$ cat src/rtl/data2signal.sv
// Serialises SIZE-bit samples to a DAC: sync_n frames the word, sdata is sent MSB first
// and changes only on sclk falling edges. A one-cycle next pulse requests each sample.
module data2signal #(
  parameter int SIZE = 12,
  parameter int DIV  = 2,
  parameter int LAT  = 2
) (
  input  logic            clk,
  input  logic            rst,
  input  logic            enable,
  input  logic [SIZE-1:0] data,
  output logic            next,
  output logic            sclk,
  output logic            sdata,
  output logic            sync_n,
  output logic            frame_done
);

  // One shared counter times both the WAIT latency and the sclk half-period.
  localparam int CMAX = (DIV > LAT) ? DIV : LAT;
  localparam int CW   = (CMAX > 1) ? $clog2(CMAX) : 1;
  localparam int BW   = (SIZE > 1) ? $clog2(SIZE) : 1;

  localparam logic [CW-1:0] DIV_LAST = CW'(DIV - 1);
  localparam logic [CW-1:0] LAT_LAST = CW'(LAT - 1);
  localparam logic [BW-1:0] BIT_LAST = BW'(SIZE - 1);

  typedef enum logic [2:0] {IDLE, LOAD, WAIT, SHIFT, GAP} state_t;

  state_t          state;
  logic [CW-1:0]   cnt;
  logic [BW-1:0]   bit_cnt;
  logic [SIZE-1:0] shreg;

  // sdata is the shift register MSB; it is cleared at frame end so GAP/IDLE drive 0.
  assign sdata = shreg[SIZE-1];

  always_ff @(posedge clk or posedge rst) begin
    if (rst) begin
      state      <= IDLE;
      cnt        <= '0;
      bit_cnt    <= '0;
      shreg      <= '0;
      next       <= 1'b0;
      sclk       <= 1'b0;
      sync_n     <= 1'b1;
      frame_done <= 1'b0;
    end else begin
      next       <= 1'b0;
      frame_done <= 1'b0;
      unique case (state)
        IDLE: begin
          sclk   <= 1'b0;
          sync_n <= 1'b1;
          cnt    <= '0;
          if (enable) begin
            state <= LOAD;
            next  <= 1'b1;
          end
        end
        LOAD: begin
          cnt   <= '0;
          state <= WAIT;
        end
        WAIT: begin
          if (cnt == LAT_LAST) begin
            cnt     <= '0;
            bit_cnt <= '0;
            shreg   <= data;
            sync_n  <= 1'b0;
            sclk    <= 1'b0;
            state   <= SHIFT;
          end else begin
            cnt <= cnt + 1'b1;
          end
        end
        SHIFT: begin
          if (cnt == DIV_LAST) begin
            cnt <= '0;
            if (!sclk) begin
              sclk <= 1'b1;
            end else begin
              // Falling edge: advance to the next bit or close the frame.
              sclk <= 1'b0;
              if (bit_cnt == BIT_LAST) begin
                bit_cnt    <= '0;
                shreg      <= '0;
                sync_n     <= 1'b1;
                frame_done <= 1'b1;
                state      <= GAP;
              end else begin
                bit_cnt <= bit_cnt + 1'b1;
                shreg   <= {shreg[SIZE-2:0], 1'b0};
              end
            end
          end else begin
            cnt <= cnt + 1'b1;
          end
        end
        GAP: begin
          if (cnt == DIV_LAST) begin
            cnt <= '0;
            if (enable) begin
              state <= LOAD;
              next  <= 1'b1;
            end else begin
              state <= IDLE;
            end
          end else begin
            cnt <= cnt + 1'b1;
          end
        end
        default: state <= IDLE;
      endcase
    end
  end

endmodule

$ cat config.mk
export PLATFORM = sky130hd
export DESIGN_NAME = data2signal
export DESIGN_NICKNAME = d
export VERILOG_FILES = /design/src/rtl/data2signal.sv
export SDC_FILE = /design/constraint.sdc
export NUM_CORES = 1
export LEC_CHECK = 0
export BUFFER_PORTS_ARGS = -buffer_cell sky130_fd_sc_hd__buf_2
export CORE_MARGIN = 2
export CORE_UTILIZATION = 25
export CTS_CLUSTER_SIZE = 20
export DETAILED_ROUTE_END_ITERATION = 8
export PLACE_DENSITY = 0.46
export SETUP_SLACK_MARGIN = 0.05
export SYNTH_ARGS = -nofsm -noshare
export SYNTH_HDL_FRONTEND = slang
export SYNTH_SLANG_ARGS = --single-unit
$ cat constraint.sdc
create_clock -name clk -period 2 [get_ports clk]
set_input_delay 0.4 -clock clk [delete_from_list [all_inputs] [get_ports clk]]
set_output_delay 0.4 -clock clk [all_outputs]
set_load 0.02 [all_outputs]
## Word level (Yosys, flattened, before mapping)

Cells that the tools add are included.

- Flip-flop bits (word level): 24
- Logic and storage cells: 66
- Input port bits: 15

- Eq/ne operators: 11
- Multiplexer cells: 35
- $add $sub $neg: 2
- Reductions and logical operators: 10

Operators by type and width:

| cell | number |
|---|---|
| 2-to-1 mux 12 bit | 4 |
| one-hot mux 12 bit (2 select lines) | 1 |
| 2-to-1 mux 3 bit | 6 |
| 2-to-1 mux 4 bit | 4 |
| one-hot mux 3 bit (5 select lines) | 1 |
| 2-to-1 mux 1 bit | 14 |
| inequality test 2 bit (second input constant) | 6 |
| one-hot mux 4 bit (2 select lines) | 1 |
| == test 3 x 2 -> 1 bit (second input constant) | 2 |
| one-hot mux 1 bit (3 select lines) | 2 |
| AND reduction 6 bit | 1 |
| AND reduction 5 bit | 1 |
| adder 4 x 1 -> 4 bit (second input constant) | 1 |
| == test 4 bit (second input constant) | 1 |
| one-hot mux 1 bit (2 select lines) | 2 |
| AND reduction 4 bit | 1 |
| nonzero test 2 bit | 2 |
| == test 3 x 1 -> 1 bit (second input constant) | 1 |
| == test 3 bit (second input constant) | 1 |
| zero test 3 bit | 1 |
| AND reduction 3 bit | 1 |
| nonzero test 3 bit | 1 |
| OR reduction 3 bit | 1 |
| OR reduction 2 bit | 1 |
| adder 1 bit (second input constant) | 1 |

## Logic depth before layout (Yosys ltp)

- Word-level depth: 5
- Gate-level depth with buffers: 7
- Gate-level depth less buffers: 5

## Worst setup path after synthesis

No wires, ideal clock.

- Kind: register to register
- From: register bit_cnt[0]
- To: register shreg[10]
- Arrival time: 1.295 ns
- Path buffers: 1
- Path slack: 0.578 ns
- Cell stages (with the launch flop): 7
- Library setup time: 0.127 ns
- Path through: dfrtp_1 ha_1 nor2b_1 a21oi_2 buf_2 a221oi_1 nor2_1

- Longest elaborated chain between the ends: 5

RTL lines:

| item | RTL line | source |
|---|---|---|
| start, declared | 32 | `logic [BW-1:0] bit_cnt;` |
| start signal, assigned | 92 | `bit_cnt <= bit_cnt + 1'b1;` |
| == test 4 bit | 85 | `if (bit_cnt == BIT_LAST) begin` |
| 2-to-1 mux 12 bit | 85 |  |
| 2-to-1 mux 12 bit | 80 | `if (!sclk) begin` |
| 2-to-1 mux 12 bit | 78 | `if (cnt == DIV_LAST) begin` |
| one-hot mux 12 bit (2 select lines) | 51 | `unique case (state)` |
| end signal, assigned | 69 | `shreg <= data;` |
| end signal, assigned | 93 | `shreg <= {shreg[SIZE-2:0], 1'b0};` |
| end, declared | 33 | `logic [SIZE-1:0] shreg;` |

No other way between the ends. The select of a mux whose other input is x is not followed.
A chain may end at the register's enable or synchronous reset.

## Worst setup path in the final report

- From: register state[2]
- To: register bit_cnt[3]

- Longest elaborated chain between the ends: 3
- Elaborated cells on any way between the ends: 8

RTL lines:

| item | RTL line | source |
|---|---|---|
| start, declared | 30 | `state_t state;` |
| start signal, assigned | 40 | `state <= IDLE;` |
| start signal, assigned | 57 | `state <= LOAD;` |
| start signal, assigned | 63 | `state <= WAIT;` |
| == test 3 x 2 -> 1 bit | 51 |  |
| inequality test 2 bit (no source line) / nonzero test 2 bit (equally long branches) | - |  |
| AND reduction 4 bit (no source line) | - |  |

Several ways; a longest one is shown, not always the timed one.

==> summary.md <==
| Metric | Value |
|---|---|
| Clock skew | 0.004906 ns |
| Pins Over Slew Limit | 0 |
| P_int | 0.7658 mW |
| Syn Nets | 137 |
| Synth area leader | dfrtp_1 |
| #FFs+latches synth | 24 |
| DRT iter0 DRCs | 52 |
| Status | complete, no violations |
| Clk_lat worst skew | 0.27 ns |
| Final critical-path required period | 1.676 ns |
| Top cells by area, synth | dfrtp_1, nor2_1, a221oi_1 |
| Vias in the first global route | 975 |
| Final hold violation count | 0 |
| Setup tns final | 0 ns |
| Row count | 24 |
| Vias | 931 |
| First-pass GRT wire length | 4409 um |
| Met2 wire len | 1212 um |
| Pre-antenna DRT Iters | 4 |
| Psw | 0.1796 mW |
| Fmax | 0.5968 GHz |
| Type of the tightest min-delay check | primary input to asynchronous set/reset pin |
| Layout Nets | 156 |
| CP Capture Type | flip-flop |
| Resize count post-CTS | 0 |
| Worst Max-Slew Pin Slew | 0.3994 ns |
| Main combinational cell family by area after synthesis | simple AND/OR/NAND/NOR gates |
| Complex-gate fraction of the synthesized area | 16.31% |
| Area share of the largest cell type after synthesis | 49.68% |
| Metal-1 WL | 1231 um |
| IO Port Bufs | 19 |
| Crit Path Class | flip-flop to flip-flop |
| Flop pwr share | 51.5% |
| CTS Buffer Depth | 2 |
| Sw Ratio | 19.00% |
| Logic gate share of total power | 3.1% |
| Placed Cells | 187 |
| CTS Buf Count | 3 |
| Distinct cells, synth | 30 |
| Total wire length | 2521 um |
| GRT Total Usage | 10.61% |
| CTS clock-pin slew for the worst setup and hold paths | 0.09 ns |
| Yosys warning total | 0 |
| Avg Synthesized Cell Area | 9.575 um^2 |
| Cts hold-fix bufs | 0 |
| Max_cap viols | 0 |
| Area delta synth->final | 18.57% |
| Seq/Total Area, Yosys | 51.94% |
| Unrepaired setup endpoints after global routing | no |
| Postcts setup bufs | 0 |
| Synthesized area | 0.001159 mm^2 |
| Slew HR | 73.37% |
| Post-synthesis simple-gate area fraction | 25.49% |
| Mux share of post-synthesis cell area | 0.8639% |
| Grt total ovfl | 0 |
| GP Congestion | 0.8049 |
| Diode count | 0 |
| Via/cell ratio | 4.874 |
| Crit start category | flip-flop |
| Core area | 0.004414 mm^2 |
| Data arrival, critical path | 1.88 ns |
| Leak | 0.6625 nW |
| Clock Root Buffer | clkbuf_8 |
| Share of layout cells above drive strength 1 | 23.02% |
| Post-route antenna net violation count | 0 |
| DIE HEIGHT | 72.08 um |
| H-tree depth | 1 |
| Reg2reg path depth | 4 |
| IR drop worst, VDD | 0.0002077 V |
| Critical path required time | 2.21 ns |
| Starting Density | 26.25% |
| Ports | 20 |
| Largest net degree at the start of global routing | 25 |
| Clock sinks | 24 |
| Crit share post-route | 83.78% |
| Die Wd | 72.08 um |
| Detailed placement HPWL | 1761 um |
| Syn Inst Count | 121 |
| XOR/XNOR Fraction of Synth Area | 0% |
| Crit-path max FO | 17 |
| Top Layer Used | met4 |
| Setup violations, final | 0 |
| Met3 Routed Length | 42 um |
| # DRC | 0 |
| Power per cell area | 688.2 mW/mm^2 |
| Post-layout util | 31.12% |
| Initial antenna violation count | 0 |
| Post-Layout Cell Count | 191 |
| Die area | 0.005195 mm^2 |
| Wirelength per Cell | 13.20 um |
| Clk network pwr share | 45.5% |
| CTS tree | yes |
| Adder-cell area share of the yosys netlist | 1.080% |
path summary, 6_finish.rpt:
check                                          start                      to  slack [ns]
max in group asynchronous                        rst      sync_n$_DFFE_PP1P_        1.55
worst min register to register  shreg[0]$_DFFE_PP0P_    shreg[0]$_DFFE_PP0P_        0.48
worst min-delay path                             rst    shreg[2]$_DFFE_PP0P_        0.16
min in group clk                             data[0]    shreg[0]$_DFFE_PP0P_        0.40
worst max-delay path            state[2]$_DFFE_PP0P_  bit_cnt[3]$_DFFE_PP0P_        0.32
worst max register to register  state[2]$_DFFE_PP0P_  bit_cnt[3]$_DFFE_PP0P_        0.32
flip-flops by register name, summed over array words and instances, names as in the netlist:
register and count:
bit_cnt 4, cnt 1, frame_done 1, next 1
sclk 1, shreg 12, state 3, sync_n 1
area by class of cell:
cell class / instances / area, um^2
Clock buffer: 3 / 41.29
Tap cell: 52 / 65.06
Inverter: 1 / 3.754
Fill cell: 465 / 3040
Multi-Input combinational cell: 87 / 506.7
Clock inverter: 1 / 30.03
Sequential cell: 24 / 601.8
Timing Repair Buffer: 23 / 125.1
per-stage QoR:
step	hold slack, ns	total power, mW	cell area (um^2)	worst slack [ns]
2_1_floorplan	0.4139	0.5056	1159	0.5783
3_3_place_gp	0.4664	0.5261	1303	0.3811
3_5_place_dp	0.4669	0.5270	1303	0.3464
4_1_cts	0.1714	0.9610	1374	0.3278
5_1_grt	0.2013	0.9753	1374	0.2236
6_report	0.1597	0.9455	1374	0.3244
Yosys cell counts:
cell and count:
a21oi_2 1, a221oi_1 11, a32o_1 2, and2b_4 1, and3_1 2, buf_2 4
buf_6 1, clkbuf_1 4, dfrtp_1 23, dfstp_2 1, ha_1 1, inv_1 1
mux2i_1 1, nand2_1 12, nand2b_1 4, nand3_1 4, nand3_4 1, nand3b_2 1
nand4_1 1, nand4b_1 1, nor2_1 27, nor2b_1 3, nor3_1 1, o21ai_0 5
o21ai_1 3, o221ai_1 1, o22a_1 1, o22ai_1 1, or2_1 1, or4_1 1
power by group through the flow:
| stage | logic (mW) | clock network, mW | registers (mW) |
|---|---|---|---|
| finish | 0.0292 | 0.430 | 0.486 |
| global placement | 0.0301 | 0 | 0.496 |
| global route | 0.0330 | 0.456 | 0.487 |
| detailed placement | 0.0310 | 0 | 0.496 |
| CTS | 0.0310 | 0.443 | 0.487 |
| floorplan | 0.00833 | 0 | 0.497 |
metal layers:
| layer | up-vias | global-route usage, % |
|---|---|---|
| li1 | 465 | - |
| met1 | 455 | 14.44 |
| met2 | 9 | 17.02 |
| met3 | 2 | 0.9722 |
| met4 | 0 | 5.031 |
| met5 | - | 0 |
layout by cell type (no fill, tap or decap):
master     count
nor2_1        27
dfrtp_1       23
buf_2         19
nand2_1       12
a221oi_1      11
o21ai_0        5
nand2b_1       4
nand3_1        4
buf_4          4
nor2b_1        3
o21ai_1        3
clkbuf_8       3
and3_1         2
a32o_1         2
nand3b_2       1
a21oi_2        1
and2b_4        1
nand3_4        1
nand4_1        1
inv_1          1
mux2i_1        1
o22a_1         1
or2_1          1
or4_1          1
o22ai_1        1
nand4b_1       1
o221ai_1       1
nor3_1         1
ha_1           1
bufinv_16      1
dfstp_2        1
critical path, stage by stage, from the launching register on:
cell	delay, ns
dfrtp_1	0.50
and2b_4	0.32
nand3_4	0.18
or4_1	0.52
nand3_1	0.10
cell families (layout without fill, tap and decap cells):
kind of cell | Yosys count | in the layout
and+or+nand+nor | 60 | 60
muxes | 1 | 1
AOI/OAI and AO/OA | 25 | 25
DFF | 24 | 24
buffers and inverters | 10 | 28
adders and majority gates | 1 | 1
(Power assumes the default switching activity.)
